$ cat src/rtl/fetch_prefetch_queue_if.sv
// Fetch-stage bus bundle: instruction-memory port, decode handshake, redirect and occupancy.
// PREFETCH_STATS_EN adds the stat_fetched / stat_flushes counter outputs.
interface fetch_prefetch_queue_if #(
    parameter int unsigned DEPTH = 4
);
    localparam int unsigned CNT_W = $clog2(DEPTH) + 1;

    logic [63:0]      imem_addr;
    logic [31:0]      imem_rdata;
    logic             imem_req;
    logic             id_valid;
    logic             id_ready;
    logic [31:0]      id_instr;
    logic [63:0]      id_pc;
    logic             redirect_valid;
    logic [63:0]      redirect_pc;
    logic [CNT_W-1:0] occupancy;
`ifdef PREFETCH_STATS_EN
    logic [31:0]      stat_fetched;
    logic [31:0]      stat_flushes;
`else
`endif

    // Environment side: memory, decode and execute stage
    modport master (
        output imem_rdata, id_ready, redirect_valid, redirect_pc,
`ifdef PREFETCH_STATS_EN
        input  stat_fetched, stat_flushes,
`endif
        input  imem_addr, imem_req, id_valid, id_instr, id_pc, occupancy
    );

    // Fetch stage side
    modport slave (
        input  imem_rdata, id_ready, redirect_valid, redirect_pc,
`ifdef PREFETCH_STATS_EN
        output stat_fetched, stat_flushes,
`endif
        output imem_addr, imem_req, id_valid, id_instr, id_pc, occupancy
    );
endinterface

$ cat src/rtl/fetch_prefetch_queue.sv
// Instruction fetch stage: owns the fetch PC and queues {pc, instr} pairs for decode.
// Optional macro PREFETCH_STATS_EN adds saturating fetch / flush statistics counters.
module fetch_prefetch_queue #(
    parameter int unsigned DEPTH    = 4,
    parameter logic [63:0] RESET_PC = 64'h0
) (
    input  logic                 clk,
    input  logic                 reset,
    fetch_prefetch_queue_if.slave bus
);
    localparam int unsigned PTR_W = $clog2(DEPTH);
    localparam int unsigned CNT_W = PTR_W + 1;

    logic [PTR_W-1:0] rd_ptr;
    logic [PTR_W-1:0] wr_ptr;
    logic [CNT_W-1:0] count;
    logic [63:0]      fetch_pc;
    logic [31:0]      instr_mem [DEPTH];
    logic [63:0]      pc_mem    [DEPTH];
    logic             push;
    logic             pop;

    // Push is gated by reset so imem_req stays low while the stage is held in reset
    always_comb begin
        pop  = (count != '0) & bus.id_ready;
        push = reset & ~bus.redirect_valid & ((count < CNT_W'(DEPTH)) | pop);
    end

    assign bus.imem_addr = fetch_pc;
    assign bus.imem_req  = push;
    assign bus.id_valid  = (count != '0);
    assign bus.id_instr  = instr_mem[rd_ptr];
    assign bus.id_pc     = pc_mem[rd_ptr];
    assign bus.occupancy = count;

    // Queue storage is cleared by reset so the head reads zero while reset is held
    always_ff @(posedge clk or negedge reset) begin
        if (!reset) begin
            for (int i = 0; i < int'(DEPTH); i++) begin
                instr_mem[i] <= '0;
                pc_mem[i]    <= '0;
            end
        end else if (push) begin
            instr_mem[wr_ptr] <= bus.imem_rdata;
            pc_mem[wr_ptr]    <= fetch_pc;
        end
    end

    // Redirect flushes the queue and overrides any push or pop in the same cycle
    always_ff @(posedge clk or negedge reset) begin
        if (!reset) begin
            rd_ptr   <= '0;
            wr_ptr   <= '0;
            count    <= '0;
            fetch_pc <= RESET_PC;
        end else if (bus.redirect_valid) begin
            rd_ptr   <= '0;
            wr_ptr   <= '0;
            count    <= '0;
            fetch_pc <= {bus.redirect_pc[63:2], 2'b00};
        end else begin
            if (push) begin
                wr_ptr   <= PTR_W'(wr_ptr + 1'b1);
                fetch_pc <= fetch_pc + 64'd4;
            end
            if (pop) begin
                rd_ptr <= PTR_W'(rd_ptr + 1'b1);
            end
            case ({push, pop})
                2'b10:   count <= CNT_W'(count + 1'b1);
                2'b01:   count <= CNT_W'(count - 1'b1);
                default: count <= count;
            endcase
        end
    end

`ifdef PREFETCH_STATS_EN
    logic flush_evt;

    always_comb begin
        flush_evt = bus.redirect_valid & ((count != '0) | (count < CNT_W'(DEPTH)) | pop);
    end

    // Saturating event counters
    always_ff @(posedge clk or negedge reset) begin
        if (!reset) begin
            bus.stat_fetched <= '0;
            bus.stat_flushes <= '0;
        end else begin
            if (push && (bus.stat_fetched != 32'hFFFF_FFFF)) begin
                bus.stat_fetched <= bus.stat_fetched + 32'd1;
            end
            if (flush_evt && (bus.stat_flushes != 32'hFFFF_FFFF)) begin
                bus.stat_flushes <= bus.stat_flushes + 32'd1;
            end
        end
    end
`else
    // Statistics counters are not present in this build.
`endif

endmodule

$ cat src/flat_wrapper.sv
// flat-port wrapper written by rule: the top's interface ports become plain ports
module fetch_prefetch_queue_flat 
#(
    parameter int unsigned DEPTH    = 4,
    parameter logic [63:0] RESET_PC = 64'h0
)
  (clk, reset, bus_imem_rdata, bus_id_ready, bus_redirect_valid, bus_redirect_pc, bus_imem_addr, bus_imem_req, bus_id_valid, bus_id_instr, bus_id_pc, bus_occupancy);
  fetch_prefetch_queue_if #(.DEPTH(DEPTH)) bus_i ();
  input  logic clk;
  input  logic reset;
  input wire logic [$bits(bus_i.imem_rdata)-1:0] bus_imem_rdata;
  input wire logic [$bits(bus_i.id_ready)-1:0] bus_id_ready;
  input wire logic [$bits(bus_i.redirect_valid)-1:0] bus_redirect_valid;
  input wire logic [$bits(bus_i.redirect_pc)-1:0] bus_redirect_pc;
  output wire logic [$bits(bus_i.imem_addr)-1:0] bus_imem_addr;
  output wire logic [$bits(bus_i.imem_req)-1:0] bus_imem_req;
  output wire logic [$bits(bus_i.id_valid)-1:0] bus_id_valid;
  output wire logic [$bits(bus_i.id_instr)-1:0] bus_id_instr;
  output wire logic [$bits(bus_i.id_pc)-1:0] bus_id_pc;
  output wire logic [$bits(bus_i.occupancy)-1:0] bus_occupancy;
  assign bus_i.imem_rdata = bus_imem_rdata;
  assign bus_i.id_ready = bus_id_ready;
  assign bus_i.redirect_valid = bus_redirect_valid;
  assign bus_i.redirect_pc = bus_redirect_pc;
  assign bus_imem_addr = bus_i.imem_addr;
  assign bus_imem_req = bus_i.imem_req;
  assign bus_id_valid = bus_i.id_valid;
  assign bus_id_instr = bus_i.id_instr;
  assign bus_id_pc = bus_i.id_pc;
  assign bus_occupancy = bus_i.occupancy;
  fetch_prefetch_queue #(.DEPTH(DEPTH), .RESET_PC(RESET_PC)) u_core (.clk(clk), .reset(reset), .bus(bus_i));
endmodule
$ cat config.mk
export PLATFORM = sky130hd
export DESIGN_NAME = fetch_prefetch_queue_flat
export DESIGN_NICKNAME = d
export VERILOG_FILES = /design/src/rtl/fetch_prefetch_queue_if.sv /design/src/rtl/fetch_prefetch_queue.sv /design/src/flat_wrapper.sv
export SDC_FILE = /design/constraint.sdc
export NUM_CORES = 1
export LEC_CHECK = 0
export BUFFER_PORTS_ARGS = -buffer_cell sky130_fd_sc_hd__buf_2
export CORE_MARGIN = 2
export CORE_UTILIZATION = 35
export DETAILED_ROUTE_END_ITERATION = 12
export GPL_TIMING_DRIVEN = 0
export SYNTH_ARGS = -nofsm -noshare
export SYNTH_HDL_FRONTEND = slang
export SYNTH_SLANG_ARGS = --single-unit
$ cat constraint.sdc
create_clock -name clk -period 2.75 [get_ports clk]
set_input_delay 0 -clock clk [delete_from_list [all_inputs] [get_ports clk]]
set_output_delay 0 -clock clk [all_outputs]
set_load 0.05 [all_outputs]
# After elaboration in Yosys (flattened, before gate mapping)
# Index checks and enable logic that the tools add are counted.
[totals]
in_bits = 100
out_inout_bits = 165
word_cells = 55
regBits = 455
[op_classes]
eq_ne = 2
n_bitwise = 7
n_reduce_logical = 5
n_lt_le_gt_ge = 4
mux = 20
add_sub_neg = 5
[ops]
columns = ["op", "count"]
rows = [
  ["64-bit two-way mux", 5],
  ["256-bit bitwise mux", 1],
  ["64-bit binary-select mux with 2-bit select", 1],
  ["128-bit bitwise mux", 1],
  ["64-bit demux with 2-bit select", 1],
  ["32-bit two-way mux", 3],
  ["64-bit by 3-bit adder with 64-bit output (second input constant)", 1],
  ["32-bit binary-select mux with 2-bit select", 1],
  ["32-bit demux with 2-bit select", 1],
  ["2-bit two-way mux", 4],
  ["3-bit >= comparator (second input constant)", 2],
  ["2-bit inverter with 3-bit output", 2],
  ["3-bit one-hot mux with 2 select lines", 1],
  ["3-bit nonzero test", 2],
  ["2-bit by 1-bit adder with 2-bit output (second input constant)", 2],
  ["2-bit nonzero test", 2],
  ["3-bit by 1-bit adder with 3-bit output (second input constant)", 1],
  ["1-bit bitwise AND", 3],
  ["3-bit by 1-bit < comparator with 1-bit output (second input constant)", 1],
  ["3-bit < comparator (second input constant)", 1],
  ["3-bit two-way mux", 1],
  ["3-bit by 1-bit subtractor with 3-bit output (second input constant)", 1],
  ["2-bit by 1-bit equality test with 1-bit output (second input constant)", 1],
  ["2-bit equality test (second input constant)", 1],
  ["3 further kinds", 3],
]

# Longest topological paths before layout
[depth]
word_depth = 7
ltp_mapped = 10
ltp_nobuf = 9

# Least setup slack after synthesis
# OpenSTA, ideal clock, no wires.
[synth_path]
kind = "flip-flop to flip-flop"
from = "reg u_core.count[2], in the netlist u_core.bus.occupancy[2]"
to = "reg u_core.count[2], in the netlist u_core.bus.occupancy[2]"
arrival_ns = 2.467
path_slack_ns = 0.152
period_less_slack_ns = 2.598
stages_incl_launch_ff = 10
path_buffers = 1
setup_time_ns = 0.132
required_time_ns = 2.618
path_cell_list = "dfrtp_1 > nand2b_1 > buf_2 > nand2_1 > nor2_2 > nor2_1 > fa_1 > o21ai_0 > xnor2_1 > nor2_1"
[synth_between]
elab_chain_len = 7
elab_cells_between_ends = 12
cone_classes = "2 x add/sub; 1 x order compare; 2 x eq/ne; 2 x mux; 3 x bitwise; 2 x reduce/logical"
[synth_rtl]
columns = ["item", "line", "source"]
rows = [
  ["start, declared", "fetch_prefetch_queue.sv:16", "logic [CNT_W-1:0] count;"],
  ["start signal, assigned", "fetch_prefetch_queue.sv:70", "2'b10: count <= CNT_W'(count + 1'b1);"],
  ["start signal, assigned", "fetch_prefetch_queue.sv:71", "2'b01: count <= CNT_W'(count - 1'b1);"],
  ["start signal, assigned", "fetch_prefetch_queue.sv:72", "default: count <= count;"],
  ["branches (longest 2 deep; another with 3-bit < comparator)", "n/a", ""],
  ["1-bit bitwise OR *", "fetch_prefetch_queue.sv:26", "push = reset & ~bus.redirect_valid & ((count < CNT_W'(DEPTH)) | pop);"],
  ["1-bit bitwise AND *", "fetch_prefetch_queue.sv:26", ""],
  ["net bus_imem_req", "flat_wrapper.sv:16", "output wire logic [$bits(bus_i.imem_req)-1:0] bus_imem_req;"],
  ["2-bit by 1-bit equality test with 1-bit output / 2-bit equality test (equally long branches)", "fetch_prefetch_queue.sv:69", "case ({push, pop})"],
  ["3-bit one-hot mux with 2 select lines", "fetch_prefetch_queue.sv:69", ""],
  ["3-bit two-way mux", "fetch_prefetch_queue.sv:56", "end else if (bus.redirect_valid) begin"],
]
# Mark *: on every way through the listed nets, which the timed path passes.
# A chain may end at the register's enable or synchronous reset.

# Worst setup path in the final report
[layout_path]
from = "reg u_core.fetch_pc[15], in the netlist u_core.bus.imem_addr[15]"
to = "reg u_core.fetch_pc[63], in the netlist u_core.bus.imem_addr[63]"
[layout_between]
elab_chain_len = 3
[layout_rtl]
columns = ["item", "line", "source"]
rows = [
  ["start, declared", "fetch_prefetch_queue.sv:17", "logic [63:0] fetch_pc;"],
  ["start signal, assigned", "fetch_prefetch_queue.sv:60", "fetch_pc <= {bus.redirect_pc[63:2], 2'b00};"],
  ["start signal, assigned", "fetch_prefetch_queue.sv:64", "fetch_pc <= fetch_pc + 64'd4;"],
  ["64-bit by 3-bit adder with 64-bit output", "fetch_prefetch_queue.sv:64", ""],
  ["64-bit two-way mux", "fetch_prefetch_queue.sv:62", "if (push) begin"],
  ["64-bit two-way mux", "fetch_prefetch_queue.sv:56", ""],
]
# No other way between the ends. The select of a mux whose other input is x is not followed.

==> results.txt <==
status -> completed
P_sw -> 10970 uW
grt ovf -> 0
largest area contributor in the netlist -> dfrtp_1
Min Hold Slack -> 0.02100 ns
final worst slack -> 0.1190 ns
CP Class -> reg -> reg
# Max-Cap Violations -> 0
finished layout cell area -> 0.02572 sq mm
pre-CTS WS -> -1.039 ns
CTS tree -> done
Port Buffers -> 258
Sw Share -> 38.67%
LEAKAGE -> 0.01153 uW
Boundary Pins -> 265
Final Util -> 44.66%
largest net degree at the start of global routing -> 120
chip height -> 245.1 um
dominant cells by area after synthesis -> dfrtp_1 55%, mux2_2 20%, mux4_2 10%, nand2_1 2.2%, xnor2_1 1.9%
Pwr Density -> 1103 mW/mm^2
gpl congestion -> 0.8175
worst path required time -> 3.24 ns
fin cells -> 2669
Startpoint Class -> flip-flop
clock buffer depth -> 3
Post-Syn Area per Cell -> 14.12 sq um
commonest non-fill, non-tap cell in the layout -> dfrtp_1
Reg2Reg Depth -> 7
crit share post-route -> 95.67%
1st-pass router iterations -> 5
Synth Cell Area -> 0.02035 sq mm
GRT Util Overall -> 19.30%
layout cells sized above 1 -> 48.13%
Cell Area, Placed -> 0.02273 sq mm
DP HPWL -> 39630 um
Peak VDD IR -> 609.0 uV
area growth from synthesis to layout -> 26.39%
initial core utilization -> 35.34%
DR vias -> 13630
worst slew pin tran -> 1.083 ns
Antenna Violating Nets Remaining -> 0
Die X-Extent -> 245.1 um
placed cells -> 2471
CP max stage delay -> 0.49 ns
Reg2Reg Setup Slack -> 0.12 ns
drt wl/cell -> 21.63 um
row count -> 88
slowest CP cell -> nor2_1
Final nets -> 1974
arrival time worst endpoint -> 3.12 ns
register area share after synthesis -> 54.73%
Clock Sinks -> 445
internal power -> 17400 uW
worst-path fanout max -> 8
fin. max-slew vios -> 0
Final setup viols -> 0
Buffers & Inverters on Critical Path -> 1
most frequent cells in the layout -> 443 x dfrtp_1, 353 x mux2_2, 317 x buf_2
first-pass GRT wire length -> 88430 um
clock-pin slew on the worst setup and hold paths -> 0.07 ns
HP Class -> in -> async
via count of the first global-routing pass -> 14540
Max Fclk -> 0.3801 GHz
Logic pwr share -> 39.8%
crit-path cells -> buf_2 > nand3_1 > nor2_1 > nand4_4 > nor4_4 > a41oi_1 > o31a_1
Critical Path End Type -> flip-flop
WL final -> 57730 um
Iteration-0 DRC Markers -> 727
Crit path depth -> 7
Post-Synthesis Cells -> 1441
Sequential Power Share -> 35.9%
share of the synthesized area in the top cell type -> 54.73%
crit path time final -> 2.631 ns
Distinct cells, synth -> 42
DIE AREA -> 0.06008 sq mm
register bit count reported by yosys -> 445
clock root cell -> clkbuf_16
Final Skew -> 0.02940 ns
Hold Fails Final Rpt -> 0
H-tree Lvls -> 2
initial antenna violation count -> 1
RSZ-0062 raised after global routing -> false
Slew Limit Headroom -> 27.15%
clock latency at the later pin of the worst-skew pair -> 0.60 ns
Inserted Clock Buffers -> 50
vias per std cell -> 5.106
total of fill cells in the finished design -> 5235
Clock power frac -> 24.3%
CORE AREA -> 0.05759 sq mm
critical path's top delay family -> simple AND/OR/NAND/NOR gates
YS warnings -> 0
DRC Markers -> 0
==> per-stage QoR <==
| step | TNS [ns] | power (uW) |
|---|---|---|
| CTS | 0 | 28720 |
| finish | 0 | 28370 |
| floorplan | 0 | 18560 |
| global route | 0 | 29710 |
| detailed placement | -178.17 | 21530 |
| global placement | -6395.62 | 21180 |
==> metal layers <==
| metal | vias to the layer above | share of wire [%] | GRT usage (%) |
|---|---|---|---|
| li1 | 6062 | - | - |
| met1 | 7191 | 44 | 26.08 |
| met2 | 289 | 49 | 31.87 |
| met3 | 85 | 4.1 | 3.291 |
| met4 | 0 | 2.5 | 5.649 |
| met5 | - | 0 | 0 |
==> kinds of logic after synthesis <==
| kind of cell | after synthesis | synth area share [%] |
|---|---|---|
| other cells | 1 | 0.01843 |
| fa+ha+maj | 6 | 0.4058 |
| compound gates | 88 | 2.201 |
| flops | 445 | 54.73 |
| simple gates | 255 | 6.813 |
| buf+inv | 132 | 3.001 |
| mux | 449 | 30.04 |
| xor+xnor | 65 | 2.798 |
==> final timing paths <==
path,start,to
min in group clk,bus_redirect_valid,u_core.bus.imem_addr[38]
max in group asynchronous,reset,u_core.instr_mem[119]
max,u_core.bus.imem_addr[15],u_core.bus.imem_addr[63]
max reg2reg,u_core.bus.imem_addr[15],u_core.bus.imem_addr[63]
min reg2reg,u_core.pc_mem[77],u_core.pc_mem[77]
min,reset,u_core.pc_mem[15]
==> cells in the mapped netlist, drive strengths merged <==
library cell    n
a21oi           1
o21ai          85
or2             2
nand3          28
mux2i           2
nor4b           1
fa              1
nand2b          2
nor4           18
and3            8
nor3b           1
clkbuf         42
a41oi           1
xnor2          43
conb            1
xor2           22
nand2         117
mux2          353
nor2           29
buf            76
mux4           94
or4             1
or3             3
nand4          23
nor3           20
inv            14
and2            1
dfrtp         445
o31a            1
and4            1
ha              5
==> flip-flops by register name, summed over array words and instances (netlist names) <==
register / flops
u_core.pc_mem: 248
u_core.wr_ptr: 2
u_core.bus.occupancy: 3
u_core.instr_mem: 128
u_core.rd_ptr: 2
u_core.bus.imem_addr: 62
==> worst register-to-register path, cell delays in order (launching register included) <==
cell	delay [ns]
dfrtp_1	0.34
buf_2	0.21
nand3_1	0.22
nor2_1	0.49
nand4_4	0.33
nor4_4	0.45
a41oi_1	0.18
o31a_1	0.31
==> power by group through the flow <==
stage / Clock [uW] / Combinational [uW] / Sequential (uW)
6_report: 6880 / 11300 / 10200
3_5_place_dp: 0 / 11300 / 10300
5_1_grt: 7340 / 11900 / 10500
4_1_cts: 7080 / 11500 / 10200
3_3_place_gp: 0 / 11100 / 10100
2_1_floorplan: 0 / 8360 / 10200
==> timing repair <==
item                       4_1_cts  5_1_grt
setup buffers                    3        0
resized for setup               18        5
hold buffers                   107        0
hold endpoints to repair       521        0
setup endpoints to repair       96        4
pin swaps                        1        0
cloned                           1        0
==> layout make-up <==
type                    instances  area [sq um]  share of cell area (%)
inverters                      14         52.55                  0.2043
well taps                     765         957.2                   3.722
plain buffers                 117         590.6                   2.296
flip-flops and latches        445         11140                   43.31
repair buffers                373          2658                   10.33
clock inverters                18         251.5                  0.9779
diodes                          1         2.502                0.009730
multi-input cells             867          8635                   33.57
clock buffers                  69          1433                   5.571
Note: power is estimated with default switching activity, not from simulation.
